`config.mk`:
```
export PLATFORM = sky130hd
export DESIGN_NAME = spi_pll_cfg_master
export DESIGN_NICKNAME = d
export VERILOG_FILES = /design/src/rtl/spi_pll_cfg_master.sv
export SDC_FILE = /design/constraint.sdc
export NUM_CORES = 1
export LEC_CHECK = 0
export CORE_AREA = 2 2 74 76
export DETAILED_ROUTE_END_ITERATION = 6
export DIE_AREA = 0 0 76 78
export HOLD_SLACK_MARGIN = 0.08
export PLACE_DENSITY = 0.8
export SLEW_MARGIN = 20
export SYNTH_ARGS = -nofsm -noshare
export SYNTH_HDL_FRONTEND = slang
export SYNTH_SLANG_ARGS = --single-unit
export TNS_END_PERCENT = 1
```
`constraint.sdc`:
```
create_clock -name clk_i -period 5.8 [get_ports clk_i]
set_clock_uncertainty 0.2 [all_clocks]
set_input_delay 1.45 -clock clk_i [delete_from_list [all_inputs] [get_ports clk_i]]
set_output_delay 1.45 -clock clk_i [all_outputs]
set_load 0.02 [all_outputs]
```
`src/rtl/spi_pll_cfg_master.sv`:
```
// SPI initiator for the PLL configuration port (mode 0, 24-bit frames).
// Each host request becomes one {cmd, addr, data} frame sent MSB first.
// Optional build macro SPI_PLL_CFG_VERIFY_EN: after every write frame an
// automatic read-back frame is issued to the same address, and
// rsp_mismatch_o flags a read-back value that differs from the written data.
module spi_pll_cfg_master #(
  parameter int          CLK_DIV   = 2,
  parameter logic [7:0]  CMD_WRITE = 8'h80,
  parameter logic [7:0]  CMD_READ  = 8'h40
) (
  input  logic       clk_i,
  input  logic       rst_i,
  input  logic       req_valid_i,
  output logic       req_ready_o,
  input  logic       req_write_i,
  input  logic [7:0] req_addr_i,
  input  logic [7:0] req_wdata_i,
  output logic       rsp_valid_o,
  output logic [7:0] rsp_rdata_o,
  output logic       busy_o,
  output logic       spi_sck_o,
  output logic       spi_cs_n_o,
  output logic       spi_mosi_o,
  input  logic       spi_miso_i
`ifdef SPI_PLL_CFG_VERIFY_EN
  ,
  output logic       rsp_mismatch_o
`endif
);

  // Host handshake: a request is taken on a clk_i edge where
  // req_valid_i && req_ready_o; the fields are captured on that edge and
  // req_ready_o stays low until the frame (and its gap) has completed.
  // Requests presented while busy are dropped, not queued.

  localparam int CW = $clog2(CLK_DIV + 1);
  localparam logic [CW-1:0] H_FULL = CW'(CLK_DIV);
  localparam logic [CW-1:0] H_LAST = CW'(CLK_DIV - 1);

  typedef enum logic [2:0] {
    S_IDLE,
    S_SETUP,
    S_SHIFT,
    S_HOLD,
    S_GAP
  } state_t;

  state_t        state_q;
  logic [CW-1:0] cnt_q;
  logic [4:0]    bit_q;
  logic [23:0]   tx_q;
  logic [7:0]    rx_q;
  logic          sck_q;
  logic          cs_n_q;
  logic          mosi_q;
  logic          ready_q;
  logic          rsp_valid_q;
  logic [7:0]    rdata_q;
  logic          write_q;
`ifdef SPI_PLL_CFG_VERIFY_EN
  logic [7:0]    addr_q;
  logic [7:0]    wdata_q;
  logic          rb_q;
  logic          mism_q;
`endif

  // Frame sequencer: all SPI pins and host responses are registered here.
  // SETUP runs one extra count so CS falls the cycle after accept and then
  // stays low with SCK low for a full half-period before the first rise.
  always_ff @(posedge clk_i) begin
    if (rst_i) begin
      state_q     <= S_IDLE;
      cnt_q       <= '0;
      bit_q       <= '0;
      tx_q        <= '0;
      rx_q        <= '0;
      sck_q       <= 1'b0;
      cs_n_q      <= 1'b1;
      mosi_q      <= 1'b0;
      ready_q     <= 1'b1;
      rsp_valid_q <= 1'b0;
      rdata_q     <= 8'h00;
      write_q     <= 1'b0;
`ifdef SPI_PLL_CFG_VERIFY_EN
      addr_q      <= 8'h00;
      wdata_q     <= 8'h00;
      rb_q        <= 1'b0;
      mism_q      <= 1'b0;
`endif
    end else begin
      rsp_valid_q <= 1'b0;
      case (state_q)
        S_IDLE: begin
          if (req_valid_i && ready_q) begin
            write_q <= req_write_i;
            tx_q    <= {req_write_i ? CMD_WRITE : CMD_READ, req_addr_i,
                        req_write_i ? req_wdata_i : 8'h00};
`ifdef SPI_PLL_CFG_VERIFY_EN
            addr_q  <= req_addr_i;
            wdata_q <= req_wdata_i;
`endif
            ready_q <= 1'b0;
            cnt_q   <= '0;
            bit_q   <= '0;
            state_q <= S_SETUP;
          end
        end
        S_SETUP: begin
          cs_n_q <= 1'b0;
          mosi_q <= tx_q[23];
          if (cnt_q == H_FULL) begin
            cnt_q   <= '0;
            sck_q   <= 1'b1;
            state_q <= S_SHIFT;
          end else begin
            cnt_q <= cnt_q + 1'b1;
          end
        end
        S_SHIFT: begin
          if (cnt_q == H_LAST) begin
            cnt_q <= '0;
            if (sck_q) begin
              // Falling edge: sample MISO and advance MOSI together.
              sck_q  <= 1'b0;
              rx_q   <= {rx_q[6:0], spi_miso_i};
              tx_q   <= {tx_q[22:0], 1'b0};
              mosi_q <= tx_q[22];
            end else if (bit_q == 5'd23) begin
              state_q <= S_HOLD;
            end else begin
              sck_q <= 1'b1;
              bit_q <= bit_q + 5'd1;
            end
          end else begin
            cnt_q <= cnt_q + 1'b1;
          end
        end
        S_HOLD: begin
          if (cnt_q == H_LAST) begin
            cnt_q   <= '0;
            cs_n_q  <= 1'b1;
            mosi_q  <= 1'b0;
            state_q <= S_GAP;
`ifdef SPI_PLL_CFG_VERIFY_EN
            if (write_q && !rb_q) begin
              rb_q <= 1'b1;
            end else begin
              rsp_valid_q <= 1'b1;
              rdata_q     <= rx_q;
              mism_q      <= rb_q && (rx_q != wdata_q);
              rb_q        <= 1'b0;
            end
`else
            rsp_valid_q <= 1'b1;
            rdata_q     <= write_q ? 8'h00 : rx_q;
`endif
          end else begin
            cnt_q <= cnt_q + 1'b1;
          end
        end
        S_GAP: begin
          if (cnt_q == H_LAST) begin
            cnt_q <= '0;
`ifdef SPI_PLL_CFG_VERIFY_EN
            if (rb_q) begin
              tx_q    <= {CMD_READ, addr_q, 8'h00};
              bit_q   <= '0;
              state_q <= S_SETUP;
            end else begin
              ready_q <= 1'b1;
              state_q <= S_IDLE;
            end
`else
            ready_q <= 1'b1;
            state_q <= S_IDLE;
`endif
          end else begin
            cnt_q <= cnt_q + 1'b1;
          end
        end
        default: state_q <= S_IDLE;
      endcase
    end
  end

  assign req_ready_o = ready_q;
  assign busy_o      = ~ready_q;
  assign rsp_valid_o = rsp_valid_q;
  assign rsp_rdata_o = rdata_q;
  assign spi_sck_o   = sck_q;
  assign spi_cs_n_o  = cs_n_q;
  assign spi_mosi_o  = mosi_q;
`ifdef SPI_PLL_CFG_VERIFY_EN
  assign rsp_mismatch_o = mism_q;
`endif

endmodule

```
==> results.toml, run 1 <==
[logic_synthesis]
ys_async_sr_fraction = 0
synth_cells = 294
yosysSeqAreaShare = 0.453
ys.flop_type = "dfxtp_1"
netlist_area_um2 = 2470
synth_area_leaders = "dfxtp_1, nand2_1, a311oi_1"
synthesis.nets = 316
synth-edff-count = 0
synth_area_leader_cell = "dfxtp_1"
yosysUniqueCellTypes = 49
synth-warning-count = 0
synth_top_area_frac = 0.453
synth-seq-cells = 56
postSynthAreaPerCell_um2 = 8.41

[floorplan]
rows = 26
boundaryPins = 35
die-height_um = 78
design.die.area_um2 = 5930
start_util = 0.490
dieWidth_um = 76
core_area_um2 = 5040

[global_routing]
grt_usage = 0.175
overflow = 0
grt_pass1_wl_um = 8610
grt_pass1_vias = 1928
grt_max_degree = 36
antenna_found_initial = 0

[sta]
setup_violations = 0
timing.fmax_mhz = 295
final.hold.worst_slack_ns = 0.249
slew_headroom = 0.345
min_period_ns = 3.39
worst_pin_slew_ns = 0.982
maxSlewViolCount = 0
fin_crit_sh = 0.584
hold_violations = 0
tns_ns = 0
rsz0062_at_grt = "no"

[final_layout]
final_util = 0.574
multi_input_area_um2 = 1230
antenna-diode-count = 0
final_common_cell = "dfxtp_1"
final_nets = 333
seq_area_um2 = 1120
fill_cells = 448
area_delta_synth_final_pct = 17.2
drive_gt1_frac = 0.0545
final_cell_mix = "dfxtp_1, nand2_1, nor2_1, clkdlybuf4s50_1, a21oi_1"

[outcome]
status = "finished clean"

[setup_path]
path_buf_inv = 1
crit_chain = "clkdlybuf4s50_1 > and3b_1 > o21a_1 > nor2_1 > a311oi_1"
path_class = "in -> reg"
start_kind = "primary input"
crit_family = "compound AO/OA/AOI/OAI gates"
cp-end-kind = "flip-flop"
worstPathMaxFanout = 34
required_ns = 5.81
timing.critical_path.arrival_ns = 3.40
cp_slowest_cell = "o21a_1"
rr_startpoint = "state_q[1]"
cpPeakStageDelay_ns = 0.79
startpoint = "req_valid_i"

[drt]
routed_wl_um = 4910
drc = 0
via_per_inst = 5.51
vias = 2104
wl_per_cell_um = 12.9
ant_nets = 0
first_pass_iters = 4
drt-initial-drc-count = 200

[clock_tree]
clkTransAtPathRegs_ns = 0.09
htreeDepth = 2
insertion_delay_ns = 0.31
post_cts.repair.setup_buffers = 0
clk_path_buf_depth = 2
cts.sinks = 56
numCtsBuffers = 5
tritoncts = "yes"
cts-root-buf = "clkbuf_8"
cts-resized-gates = 0
hold_buffers = 0

[placed_design]
place_hpwl_um = 3280
place.gp.congestion = 0.792
portBuffers = 34

[pwr]
power_density_nw_per_um2 = 312
max-vdd-ir-drop_v = 0.000200
p_leak_nw = 0.988

[hold_path]
min-delay-path-class = "reg -> reg"
min_from = "spi_cs_n_o"

[flow_run]
max-cap-violations = 0
-- layer usage --
metal	GRT usage	up-vias	wire, um
met5	0	-	0
met4	0.0655	0	70
met3	0.0326	5	200
met2	0.287	49	2260
met1	0.232	966	2380
li1	-	1084	-
-- synth_stat cells, types with 4 or more instances --
library cell,n
dfxtp_1,56
nand2_1,50
nor2_1,34
a21oi_1,23
a311oi_1,18
buf_2,12
clkbuf_1,10
nand3_1,10
a22o_1,8
a22oi_1,6
o21ai_0,6
nand2b_1,5
a211oi_1,4
-- sequential cells by signal (all words and copies together), names as in the netlist, 2 cells and up --
register,cells
bit_q,5
rsp_rdata_o,8
cnt_q,2
tx_q,24
rx_q,8
state_q,3
-- per-stage QoR --
step / cells / area, um^2 / power [mW] / worst slack, ns
final: 382 / 2900 / 0.904 / 2.41
after global routing: 382 / 2900 / 0.964 / 2.19
after CTS: 382 / 2900 / 0.912 / 2.43
after detailed placement: 374 / 2800 / 0.692 / 2.12
after global placement: 374 / 2800 / 0.685 / 2.17
after floorplan: 294 / 2470 / 0.636 / 2.98
-- worst min-delay path, delay by kind of cell (launching register included) --
kind / cells / cell delay (ns)
AND/OR/NAND/NOR: 2 / 0.09
flip-flops: 1 / 0.32
-- where the power goes --
part / internal, mW / switching (mW)
registers: 0.427 / 0.0459
logic: 0.0990 / 0.111
clock network: 0.0969 / 0.124
-- worst paths after layout --
kind                                    to  slack [ns]  depth (start not counted)
worst max-delay path               tx_q[8]        2.41                          5
worst min-delay path            spi_cs_n_o        0.25                          2
worst max register to register     tx_q[8]        3.30                          4
worst min register to register  spi_cs_n_o        0.25                          2
-- area by class of cell --
cell class                 count  share of cell area
multi-input combinational    210               0.424
sequential                    56               0.387
timing repair buffer          36               0.123
tap                           70              0.0302
clock buffer                   6              0.0285
clock inverter                 2             0.00518
inverter                       2             0.00259
-- kinds of logic (layout without fill, tap and decap cells) --
| kind of cell | count (synthesis) | in the layout | share of synthesized area |
|---|---|---|---|
| adder cells (fa/ha/maj) | 1 | 1 | 0.00506 |
| flip-flops | 56 | 56 | 0.453 |
| buffers and inverters | 28 | 46 | 0.0501 |
| AO/OA/AOI/OAI | 75 | 75 | 0.213 |
| multiplexers | 4 | 4 | 0.0172 |
| XOR/XNOR | 1 | 1 | 0.00354 |
| AND/OR/NAND/NOR | 129 | 129 | 0.258 |
Note: power is estimated with default switching activity, not from simulation.
==> inputs of run 2 (changes only) <==
- CORE_AREA: 2 2 74 76 -> 2 2 75 77
- DIE_AREA: 0 0 76 78 -> 0 0 77 79
- PLACE_DENSITY: 0.8 -> 0.81
- clock period: 5.8 -> 3 ns (I/O delays scaled with it)
==> run 2 against run 1 <==
  * Final area increased by 2.2%
  * First-iteration DRC count decreased by 33%
  * Non-clock buffer count increased by 5
  * Die area increased by 2.6%
  * Worst setup slack got worse by 1.8 ns
  * Sequential cell count unchanged
  * Register-to-register slack got worse by 2.6 ns
  * Largest power group unchanged
==> results.toml, run 2 (synthesis gave the netlist of run 1 again) <==
[clock_tree]
insertion_delay_ns = 0.31
cts-resized-gates = 0
post_cts.repair.setup_buffers = 0
clkTransAtPathRegs_ns = 0.10
tritoncts = "yes"
htreeDepth = 2
cts-root-buf = "clkbuf_8"
clk_path_buf_depth = 2
numCtsBuffers = 5
cts.sinks = 56
hold_buffers = 0

[floorplan]
rows = 27
core_area_um2 = 5340
die-height_um = 79
start_util = 0.463
dieWidth_um = 77
boundaryPins = 35
design.die.area_um2 = 6080

[sta]
setup_violations = 0
maxSlewViolCount = 0
rsz0062_at_grt = "no"
fin_crit_sh = 0.787
setup_ws_ns = 0.640
slew_headroom = 0.439
tns_ns = 0
min_period_ns = 2.36
worst_pin_slew_ns = 0.835
hold_violations = 0
timing.fmax_mhz = 424

[placed_design]
place.gp.congestion = 0.852
place_hpwl_um = 3370
pre_cts_slack_ns = 0.332
portBuffers = 34

[pwr]
p_leak_nw = 1.03
max-vdd-ir-drop_v = 0.000267
power_density_nw_per_um2 = 626
p_total_mw = 1.85

[global_routing]
antenna_found_initial = 0
grt_max_degree = 35
overflow = 0
grt_pass1_wl_um = 8540
grt_pass1_vias = 1890
grt_usage = 0.171

[final_layout]
final_cell_mix = "dfxtp_1, nand2_1, nor2_1, clkdlybuf4s50_1, a21oi_1"
regMostFlops = "tx_q"
antenna-diode-count = 0
final_nets = 338
final_common_cell = "dfxtp_1"
largest_reg_flops = 24
area_delta_synth_final_pct = 19.7
drive_gt1_frac = 0.0694

[drt]
routed_wl_um = 4940
wl_per_cell_um = 12.7
vias = 2136
ant_nets = 0
drt-initial-drc-count = 135
drc = 0
via_per_inst = 5.49
first_pass_iters = 4

[setup_path]
crit_family = "buffers and inverters"
path_buf_inv = 1
path_class = "reg -> out"
cp-end-kind = "primary output"
timing.critical_path.arrival_ns = 1.41
cpPeakStageDelay_ns = 0.65
cp_slowest_cell = "clkdlybuf4s50_1"
crit_chain = "clkdlybuf4s50_1"
required_ns = 2.05
worstPathMaxFanout = 8
start_kind = "flip-flop"

[flow_run]
max-cap-violations = 0

[hold_path]
min-delay-path-class = "reg -> reg"

[outcome]
status = "finished clean"
==> run 2: changes by cell type in the layout (fill, tap and decap cells not counted), sizes merged <==
cell / before / now
buf: 2 / 7
clkinvlp: 2 / 0
bufinv: 0 / 1
clkinv: 0 / 1
==> run 2: report_power, final <==
| group | switching [mW] | internal, mW | total [mW] |
|---|---|---|---|
| registers | 0.0899 | 0.825 | 0.915 |
| clock network | 0.243 | 0.273 | 0.517 |
| logic | 0.220 | 0.202 | 0.422 |
==> run 2: worst paths after layout <==
path / startpoint / slack (ns) / end / depth (start not counted)
hold reg to reg: spi_cs_n_o / 0.25 / spi_cs_n_o / 2
hold / removal: spi_cs_n_o / 0.25 / spi_cs_n_o / 2
setup / recovery: req_ready_o / 0.64 / req_ready_o / 1
setup reg to reg: cnt_q[0] / 0.68 / rsp_rdata_o[2] / 4
==> run 2: final cells by class <==
class	instances	area [um^2]
Clock inverter	2	38.8
Fill cell	510	2380
Tap cell	72	90.1
Clock buffer	6	82.6
Multi-Input combinational cell	210	1230
Inverter	2	7.51
Sequential cell	56	1120
Timing Repair Buffer	41	393
==> run 2: stage by stage <==
stage               instance area (um^2)  hold WS, ns   util  cells
floorplan                           2470        0.232      -    294
global placement                    2840        0.230  0.532    381
detailed placement                  2840        0.236  0.532    381
CTS                                 2960        0.250  0.555    389
global route                        2960        0.278  0.555    389
finish                              2960        0.247  0.555    389
==> run 2: metal layers <==
metal | vias to the layer above | wire length, um | GRT usage
met5 | - | 0 | 0
met4 | 0 | 50 | 0.0571
met3 | 7 | 168 | 0.0341
met2 | 40 | 2360 | 0.287
met1 | 993 | 2370 | 0.220
li1 | 1096 | - | -
==> inputs of run 3 (changes only) <==
- CORE_AREA: 2 2 75 77 -> 2 2 74 76
- DIE_AREA: 0 0 77 79 -> 0 0 76 78
- PLACE_DENSITY: 0.81 -> 0.8
- clock period: 3 -> 2.4 ns (I/O delays scaled with it)
==> run 3 against run 2 <==
  * Die area decreased by 2.5%
  * Via count is 3.2% higher
  * Register-to-register slack worse by 0.34 ns
  * Routed wire length rose by 1.7%
  * Critical path type unchanged
  * First-iteration DRC count fell by 21%
  * Non-clock buffer count grew 7
  * Critical path depth unchanged
  * Hold slack got worse by 0.00077 ns
  * Count of clock-buffer cells in the layout is the same
==> results.toml, run 3 (synthesis gave the netlist of run 1 again) <==
[floorplan]
dieWidth_um = 76
core_area_um2 = 5040
rows = 26
boundaryPins = 35
start_util = 0.490
die-height_um = 78
design.die.area_um2 = 5930

[global_routing]
grt_max_degree = 35
grt_usage = 0.178
antenna_found_initial = 0
grt_pass1_vias = 1998
overflow = 0
grt_pass1_wl_um = 8800

[sta]
rsz0062_at_grt = "no"
slew_headroom = 0.602
fin_crit_sh = 0.918
min_period_ns = 2.20
setup_violations = 0
maxSlewViolCount = 0
hold_violations = 0
setup_ws_ns = 0.197
worst_pin_slew_ns = 0.596
timing.fmax_mhz = 454

[clock_tree]
numCtsBuffers = 5
hold_buffers = 0
post_cts.repair.setup_buffers = 0
insertion_delay_ns = 0.31
htreeDepth = 2
cts.sinks = 56
clk_path_buf_depth = 2
cts-resized-gates = 0
clkTransAtPathRegs_ns = 0.09
cts-root-buf = "clkbuf_8"
tritoncts = "yes"

[drt]
routed_wl_um = 5020
drc = 0
ant_nets = 0
vias = 2204
first_pass_iters = 4
wl_per_cell_um = 12.8
drt-initial-drc-count = 107
via_per_inst = 5.59

[setup_path]
crit_family = "buffers and inverters"
start_kind = "flip-flop"
cp_slowest_cell = "clkdlybuf4s50_1"
path_buf_inv = 1
timing.critical_path.arrival_ns = 1.40
required_ns = 1.60
cpPeakStageDelay_ns = 0.65
worstPathMaxFanout = 8
path_class = "reg -> out"
crit_chain = "clkdlybuf4s50_1"
cp-end-kind = "primary output"

[pwr]
max-vdd-ir-drop_v = 0.000422
p_leak_nw = 1.07
p_total_mw = 2.33
power_density_nw_per_um2 = 771

[final_layout]
final_common_cell = "dfxtp_1"
regMostFlops = "tx_q"
fill_cells = 441
multi_input_area_um2 = 1230
seq_area_um2 = 1120
antenna-diode-count = 0
drive_gt1_frac = 0.0895
final_nets = 345
area_delta_synth_final_pct = 22.1
final_util = 0.599
final_cell_mix = "dfxtp_1, nand2_1, nor2_1, clkdlybuf4s50_1, a21oi_1"
largest_reg_flops = 24

[placed_design]
place.gp.congestion = 0.845
place_hpwl_um = 3580
pre_cts_slack_ns = -0.0281
portBuffers = 34

[flow_run]
max-cap-violations = 0

[hold_path]
min-delay-path-class = "reg -> reg"

[outcome]
status = "finished clean"
==> run 3: final timing paths <==
check	from	endpoint	slack, ns	depth (start not counted)
max reg2reg	state_q[1]	rx_q[6]	0.34	4
min reg2reg	spi_cs_n_o	spi_cs_n_o	0.25	2
max	req_ready_o	req_ready_o	0.20	1
min	spi_cs_n_o	spi_cs_n_o	0.25	2
==> run 3: report_power, final <==
part	switching (mW)	internal (mW)	total [mW]	leakage, nW
clock	0.301	0.316	0.616	0.0558
combinational	0.313	0.284	0.597	0.555
sequential	0.0805	1.03	1.11	0.456
==> run 3: layer usage <==
layer | global-route usage | wire [um]
met2 | 0.316 | 2480
met5 | 0 | 0
met1 | 0.218 | 2280
met3 | 0.0372 | 235
met4 | 0.0527 | 29
==> run 3: metrics by stage <==
stage | instances | setup TNS [ns] | instance area [um^2] | hold WS, ns
final | 394 | 0 | 3020 | 0.246
after global routing | 394 | 0 | 3020 | 0.266
after CTS | 394 | 0 | 3010 | 0.251
after detailed placement | 386 | -0.0281 | 2900 | 0.237
after global placement | 386 | -0.00745 | 2900 | 0.232
after floorplan | 294 | 0 | 2470 | 0.232
==> run 3: layout make-up <==
| type | count | area share |
|---|---|---|
| Clock inverter | 2 | 0.0129 |
| Clock buffer | 6 | 0.0240 |
| Sequential cell | 56 | 0.371 |
| Tap cell | 70 | 0.0290 |
| Timing Repair Buffer | 48 | 0.152 |
| Inverter | 2 | 0.00249 |
| Multi-Input combinational cell | 210 | 0.408 |
